<file path="src/rtl/conv_tile_controller.sv">
// conv_tile_controller: tile-loop sequencer stepping FILTERS x ROWS output rows through the datapath.
// Optional RUN-stall watchdog is compiled in when CONV_CTRL_WATCHDOG_EN is defined.
module conv_tile_controller #(
    parameter int FILTERS = 4,
    parameter int ROWS    = 8,
    parameter int TIMEOUT = 255,
    localparam int FW = (FILTERS > 1) ? $clog2(FILTERS) : 1,
    localparam int RW = (ROWS > 1) ? $clog2(ROWS) : 1
) (
    input  logic          clk,
    input  logic          rst,
    input  logic          start,
    input  logic          abort,
    input  logic          row_done,
    input  logic          psum_done,
    input  logic          stride_flag,
    input  logic          out_ready,
    output logic          reset_all,
    output logic          if_read_start,
    output logic          filt_read_start,
    output logic          clear_regs,
    output logic          start_rd_gen,
    output logic [FW-1:0] filt_idx,
    output logic [RW-1:0] row_idx,
    output logic          busy,
    output logic          done,
    output logic          error
);

    typedef enum logic [2:0] {
        S_IDLE,
        S_LOAD,
        S_ISSUE,
        S_RUN,
        S_NEXT,
        S_DONE,
        S_ERR
    } state_t;

    localparam logic [FW-1:0] FILT_LAST = FW'(FILTERS - 1);
    localparam logic [RW-1:0] ROW_LAST  = RW'(ROWS - 1);

    state_t        state_q, state_d;
    logic [FW-1:0] filt_q, filt_d;
    logic [RW-1:0] row_q, row_d;
    logic          wd_expired;

`ifdef CONV_CTRL_WATCHDOG_EN
    localparam bit WD_EN = 1'b1;
    localparam int TW = $clog2(TIMEOUT + 1);
    localparam logic [TW-1:0] WD_LAST = TW'(TIMEOUT - 1);

    logic [TW-1:0] wd_q, wd_d;

    // Counts RUN cycles; anything outside RUN (including the ISSUE cycle before entry) clears it.
    always_comb begin
        wd_d = '0;
        if (state_q == S_RUN) begin
            wd_d = wd_q + TW'(1);
        end
    end

    always_ff @(posedge clk or posedge rst) begin
        if (rst) begin
            wd_q <= '0;
        end else begin
            wd_q <= wd_d;
        end
    end

    // Fires on the TIMEOUT-th consecutive RUN cycle; row_done in that cycle still wins.
    assign wd_expired = (state_q == S_RUN) && (wd_q == WD_LAST);
`else
    localparam bit WD_EN = 1'b0;
    logic unused_timeout;

    assign unused_timeout = (TIMEOUT > 0);
    assign wd_expired     = 1'b0;
`endif

    always_ff @(posedge clk or posedge rst) begin
        if (rst) begin
            state_q <= S_IDLE;
            filt_q  <= '0;
            row_q   <= '0;
        end else begin
            state_q <= state_d;
            filt_q  <= filt_d;
            row_q   <= row_d;
        end
    end

    always_comb begin
        state_d = state_q;
        filt_d  = filt_q;
        row_d   = row_q;
        case (state_q)
            S_IDLE: begin
                if (start) begin
                    state_d = S_LOAD;
                    filt_d  = '0;
                    row_d   = '0;
                end
            end
            S_LOAD: begin
                state_d = S_ISSUE;
            end
            S_ISSUE: begin
                if (out_ready) begin
                    state_d = S_RUN;
                end
            end
            S_RUN: begin
                if (row_done) begin
                    state_d = S_NEXT;
                end else if (wd_expired) begin
                    state_d = S_ERR;
                end
            end
            S_NEXT: begin
                if (row_q < ROW_LAST) begin
                    row_d   = row_q + RW'(1);
                    state_d = S_ISSUE;
                end else begin
                    row_d = '0;
                    // A new filter needs both scratchpad readers kicked again.
                    if (filt_q < FILT_LAST) begin
                        filt_d  = filt_q + FW'(1);
                        state_d = S_LOAD;
                    end else begin
                        state_d = S_DONE;
                    end
                end
            end
            S_DONE: begin
                if (start) begin
                    state_d = S_LOAD;
                    filt_d  = '0;
                    row_d   = '0;
                end else begin
                    state_d = S_IDLE;
                end
            end
            S_ERR: begin
                if (start) begin
                    state_d = S_LOAD;
                    filt_d  = '0;
                    row_d   = '0;
                end
            end
            default: begin
                state_d = S_IDLE;
                filt_d  = '0;
                row_d   = '0;
            end
        endcase

        if (abort) begin
            state_d = S_IDLE;
            filt_d  = '0;
            row_d   = '0;
        end
    end

    always_comb begin
        reset_all       = 1'b0;
        if_read_start   = 1'b0;
        filt_read_start = 1'b0;
        clear_regs      = 1'b0;
        start_rd_gen    = 1'b0;
        busy            = 1'b0;
        done            = 1'b0;
        error           = 1'b0;
        case (state_q)
            S_IDLE: begin
                reset_all = 1'b1;
            end
            S_LOAD: begin
                if_read_start   = 1'b1;
                filt_read_start = 1'b1;
                busy            = 1'b1;
            end
            S_ISSUE: begin
                start_rd_gen = out_ready;
                busy         = 1'b1;
            end
            S_RUN: begin
                clear_regs = psum_done | stride_flag;
                busy       = 1'b1;
            end
            S_NEXT: begin
                busy = 1'b1;
            end
            S_DONE: begin
                done = 1'b1;
            end
            S_ERR: begin
                error     = WD_EN;
                reset_all = 1'b1;
            end
            default: begin
                reset_all = 1'b1;
            end
        endcase
    end

    assign filt_idx = filt_q;
    assign row_idx  = row_q;

endmodule

</file>
<file path="config.mk">
export PLATFORM = sky130hd
export DESIGN_NAME = conv_tile_controller
export DESIGN_NICKNAME = d
export VERILOG_FILES = /design/src/rtl/conv_tile_controller.sv
export SDC_FILE = /design/constraint.sdc
export NUM_CORES = 1
export LEC_CHECK = 0
export BUFFER_PORTS_ARGS = -buffer_cell sky130_fd_sc_hd__buf_2
export CAP_MARGIN = 20
export CORE_UTILIZATION = 40
export CTS_CLUSTER_DIAMETER = 120
export DETAILED_ROUTE_END_ITERATION = 10
export PLACE_DENSITY = 0.74
export SLEW_MARGIN = 20
export SYNTH_ARGS = -nofsm -noshare
export SYNTH_HDL_FRONTEND = slang
export SYNTH_SLANG_ARGS = --single-unit
</file>
<file path="constraint.sdc">
create_clock -name clk -period 2.5 [get_ports clk]
set_clock_uncertainty 0.15 [all_clocks]
set_input_delay 0.375 -clock clk [delete_from_list [all_inputs] [get_ports clk]]
set_output_delay 0.375 -clock clk [all_outputs]
set_load 0.005 [all_outputs]
</file>
==> flow_summary.yaml <==
global_route:
  grt_pass1_vias: 538
  grt_overflow_total: 0
  grt_pass1_wl_um: 2152
  grt_max_degree: 21
  grt_usage_pct: 15.77
  antenna_found_initial: 0
clocking:
  post_cts_buffers: 0
  clkSlewWorstSetupHoldPaths_ns: 0.06
  cts_tree: "done"
  htree_levels: 1
  cts_buffer_depth: 2
  root_buffer: "clkbuf_4"
  cts_resized: 0
  cts_sinks: 8
  cts_buffers: 3
  cts_hold_buf: 1
  clk_latency_ns: 0.26
floorplan:
  dieArea_mm2: 0.001769
  die_h_um: 42.06
  start_util_pct: 42.61
  dieWidth_um: 42.06
  pin_count: 21
  fp-row-count: 14
  core_mm2: 0.001506
worst_setup_path:
  required_ns: 1.98
  crit_type: "flip-flop to primary output"
  slowest_stage: "dfrtp_1"
  cp_cell_sequence: "and2b_1, nor2b_1, buf_2"
  worst_setup_path_start_kind: "flip-flop"
  cp_max_fo: 20
  timing.critical_path.arrival_ns: 1.51
  r2r_cells: 4
  end_kind: "primary output"
  slowest_delay_ns: 0.69
timing:
  setup_viol: 0
  hold_viol_final: 0
  slew_viol_final: 0
  fin_crit_sh_pct: 81.39
  max-slew-margin-rel_pct: 63.85
  period_needed_ns: 2.035
  worst_pin_slew_ns: 0.5347
  finalSetupTns_ns: 0
  rsz0062_at_grt: "no"
  clock.fmax_ghz: 0.4915
yosys:
  synth_area_per_cell_um2: 8.336
  seq_area_frac_synth_pct: 31.19
  synth_cells: 77
  synth-seq-cells: 8
  ys.flop_type: "dfrtp_1"
  netlist_area_um2: 641.9
  yosysUniqueCellTypes: 37
  syn_nets: 87
  synth_edf_count: 0
  ys.warnings.count: 0
  synth_async_sr_flop_share_pct: 100.0
placed_design:
  io_buffers: 19
  dp.cells: 104
  gp_congestion: 0.8064
  place.detailed.hpwl_um: 934.8
flow_run:
  maxCapViolations: 0
routing:
  via_count: 599
  viasPerCell: 5.546
  first_pass_iters: 4
  drc_errors: 0
  finalWirelength_um: 1291
  avgRoutedWirePerCell_um: 11.95
  drtIter0Drc: 18
  antenna_left: 0
final_layout:
  nets: 104
  antenna_cells: 0
  drive_above_1_share_pct: 30.43
  instances_no_fill: 108
  areaGrowthSynthToFinish_pct: 14.04
min_path:
  hold_class: "input pin to flip-flop"
  whs_path_depth: 2
outcome:
  outcome: "finished, final reports clean"
pwr:
  peakVddDrop_mv: 0.2360
  leakagePower_nw: 0.3709
  p_per_area_mw_per_mm2: 437.3
-- layout by cell type (no fill, tap or decap), drive strengths merged --
cell	n
nor3b	1
a221oi	1
nand2b	1
nand2	9
o2bb2ai	2
dfrtp	8
conb	1
nand3	1
buf	19
a22o	1
nand4	1
dlygate4sd3	1
a31oi	1
o32ai	1
nor2	8
or2	1
and2b	1
and3	1
o21ai	8
mux2	1
nand3b	1
o221ai	1
nor3	3
inv	2
clkbuf	3
or4b	1
o41ai	1
ha	2
and4b	1
nor2b	1
nor4b	1
a21oi	5
xnor2	1
a21o	1
-- cells by family (layout without fill, tap and decap cells) --
| logic type | Yosys count | in the layout | synth area share, % |
|---|---|---|---|
| buffers and inverters | 10 | 25 | 10.14 |
| other | 1 | 1 | 0.5842 |
| muxes | 1 | 1 | 1.754 |
| xor gates and xnor gates | 1 | 1 | 1.365 |
| adders and majority gates | 2 | 2 | 3.898 |
| and+or+nand+nor | 32 | 32 | 28.07 |
| DFF | 8 | 8 | 31.19 |
| AOI/OAI and AO/OA | 22 | 22 | 23.00 |
-- routing by layer --
metal  routed length [µm]  vias up  part of all wire (%)  track usage [%]
li1                     -      308                     -                -
met1                  611      273                    47            21.74
met2                  597       13                    46            23.13
met3                   53        5                   4.1            2.586
met4                   29        0                   2.2            9.375
met5                    0        -                     0                0
-- metrics by stage --
step | hold slack [ns] | power, W | worst slack [ns] | instance area, µm² | utilization, %
3_5_place_dp | 0.1881 | 0.0002191 | 0.7453 | 699.4 | 46.43
6_report | 0.1853 | 0.0003201 | 0.4652 | 732.0 | 48.59
4_1_cts | 0.1838 | 0.0003230 | 0.4642 | 732.0 | 48.59
3_3_place_gp | 0.1716 | 0.0002182 | 0.7849 | 699.4 | 46.43
5_1_grt | 0.1940 | 0.0003395 | 0.3578 | 732.0 | 48.59
2_1_floorplan | 0.04066 | 0.0002023 | 0.9095 | 641.9 | -
-- synth_stat cells, drive strengths merged (2+ instances only) --
library cell | number | area (µm²)
o2bb2ai | 2 | 17.52
nor3 | 3 | 20.02
inv | 2 | 7.510
buf | 8 | 57.55
dfrtp | 8 | 200.2
nand2 | 9 | 33.78
o21ai | 8 | 40.04
ha | 2 | 25.02
nor2 | 8 | 35.03
a21oi | 5 | 25.02
-- sequential cells by signal (all words and copies together) (netlist names) --
signal and count:
filt_idx 2, state_q 3, row_idx 3
-- layout make-up --
cell class                 instances  area, µm²
timing repair buffer              20      105.1
clock buffer                       3      22.52
fill                             149      774.5
tap                               16      20.02
multi-input combinational         59      376.6
inverter                           2      7.507
sequential                         8      200.2
-- report_power, final --
| group | switching, W | internal, W |
|---|---|---|
| logic | 0.0000341 | 0.0000341 |
| registers | 0.0000165 | 0.000134 |
| clock network | 0.0000468 | 0.0000551 |
| total | 0.0000974 | 0.000223 |
-- worst max-delay path, delay by kind of cell (launching register included) --
kind / cells / cell delay, ns
buffers and inverters: 1 / 0.15
AND/OR/NAND/NOR: 2 / 0.42
flip-flops: 1 / 0.69
-- final timing paths --
check | startpoint | to | slack [ns]
worst min-delay path | row_done | state_q[0] | 0.19
worst max register to register | state_q[2] | filt_idx[0] | 0.74
worst max-delay path | state_q[2] | if_read_start | 0.47
max in group asynchronous | rst | row_idx[2] | 1.50
min in group asynchronous | rst | state_q[2] | 0.46
worst min register to register | filt_idx[0] | filt_idx[0] | 0.36
Power figures use the tool's default switching activity.
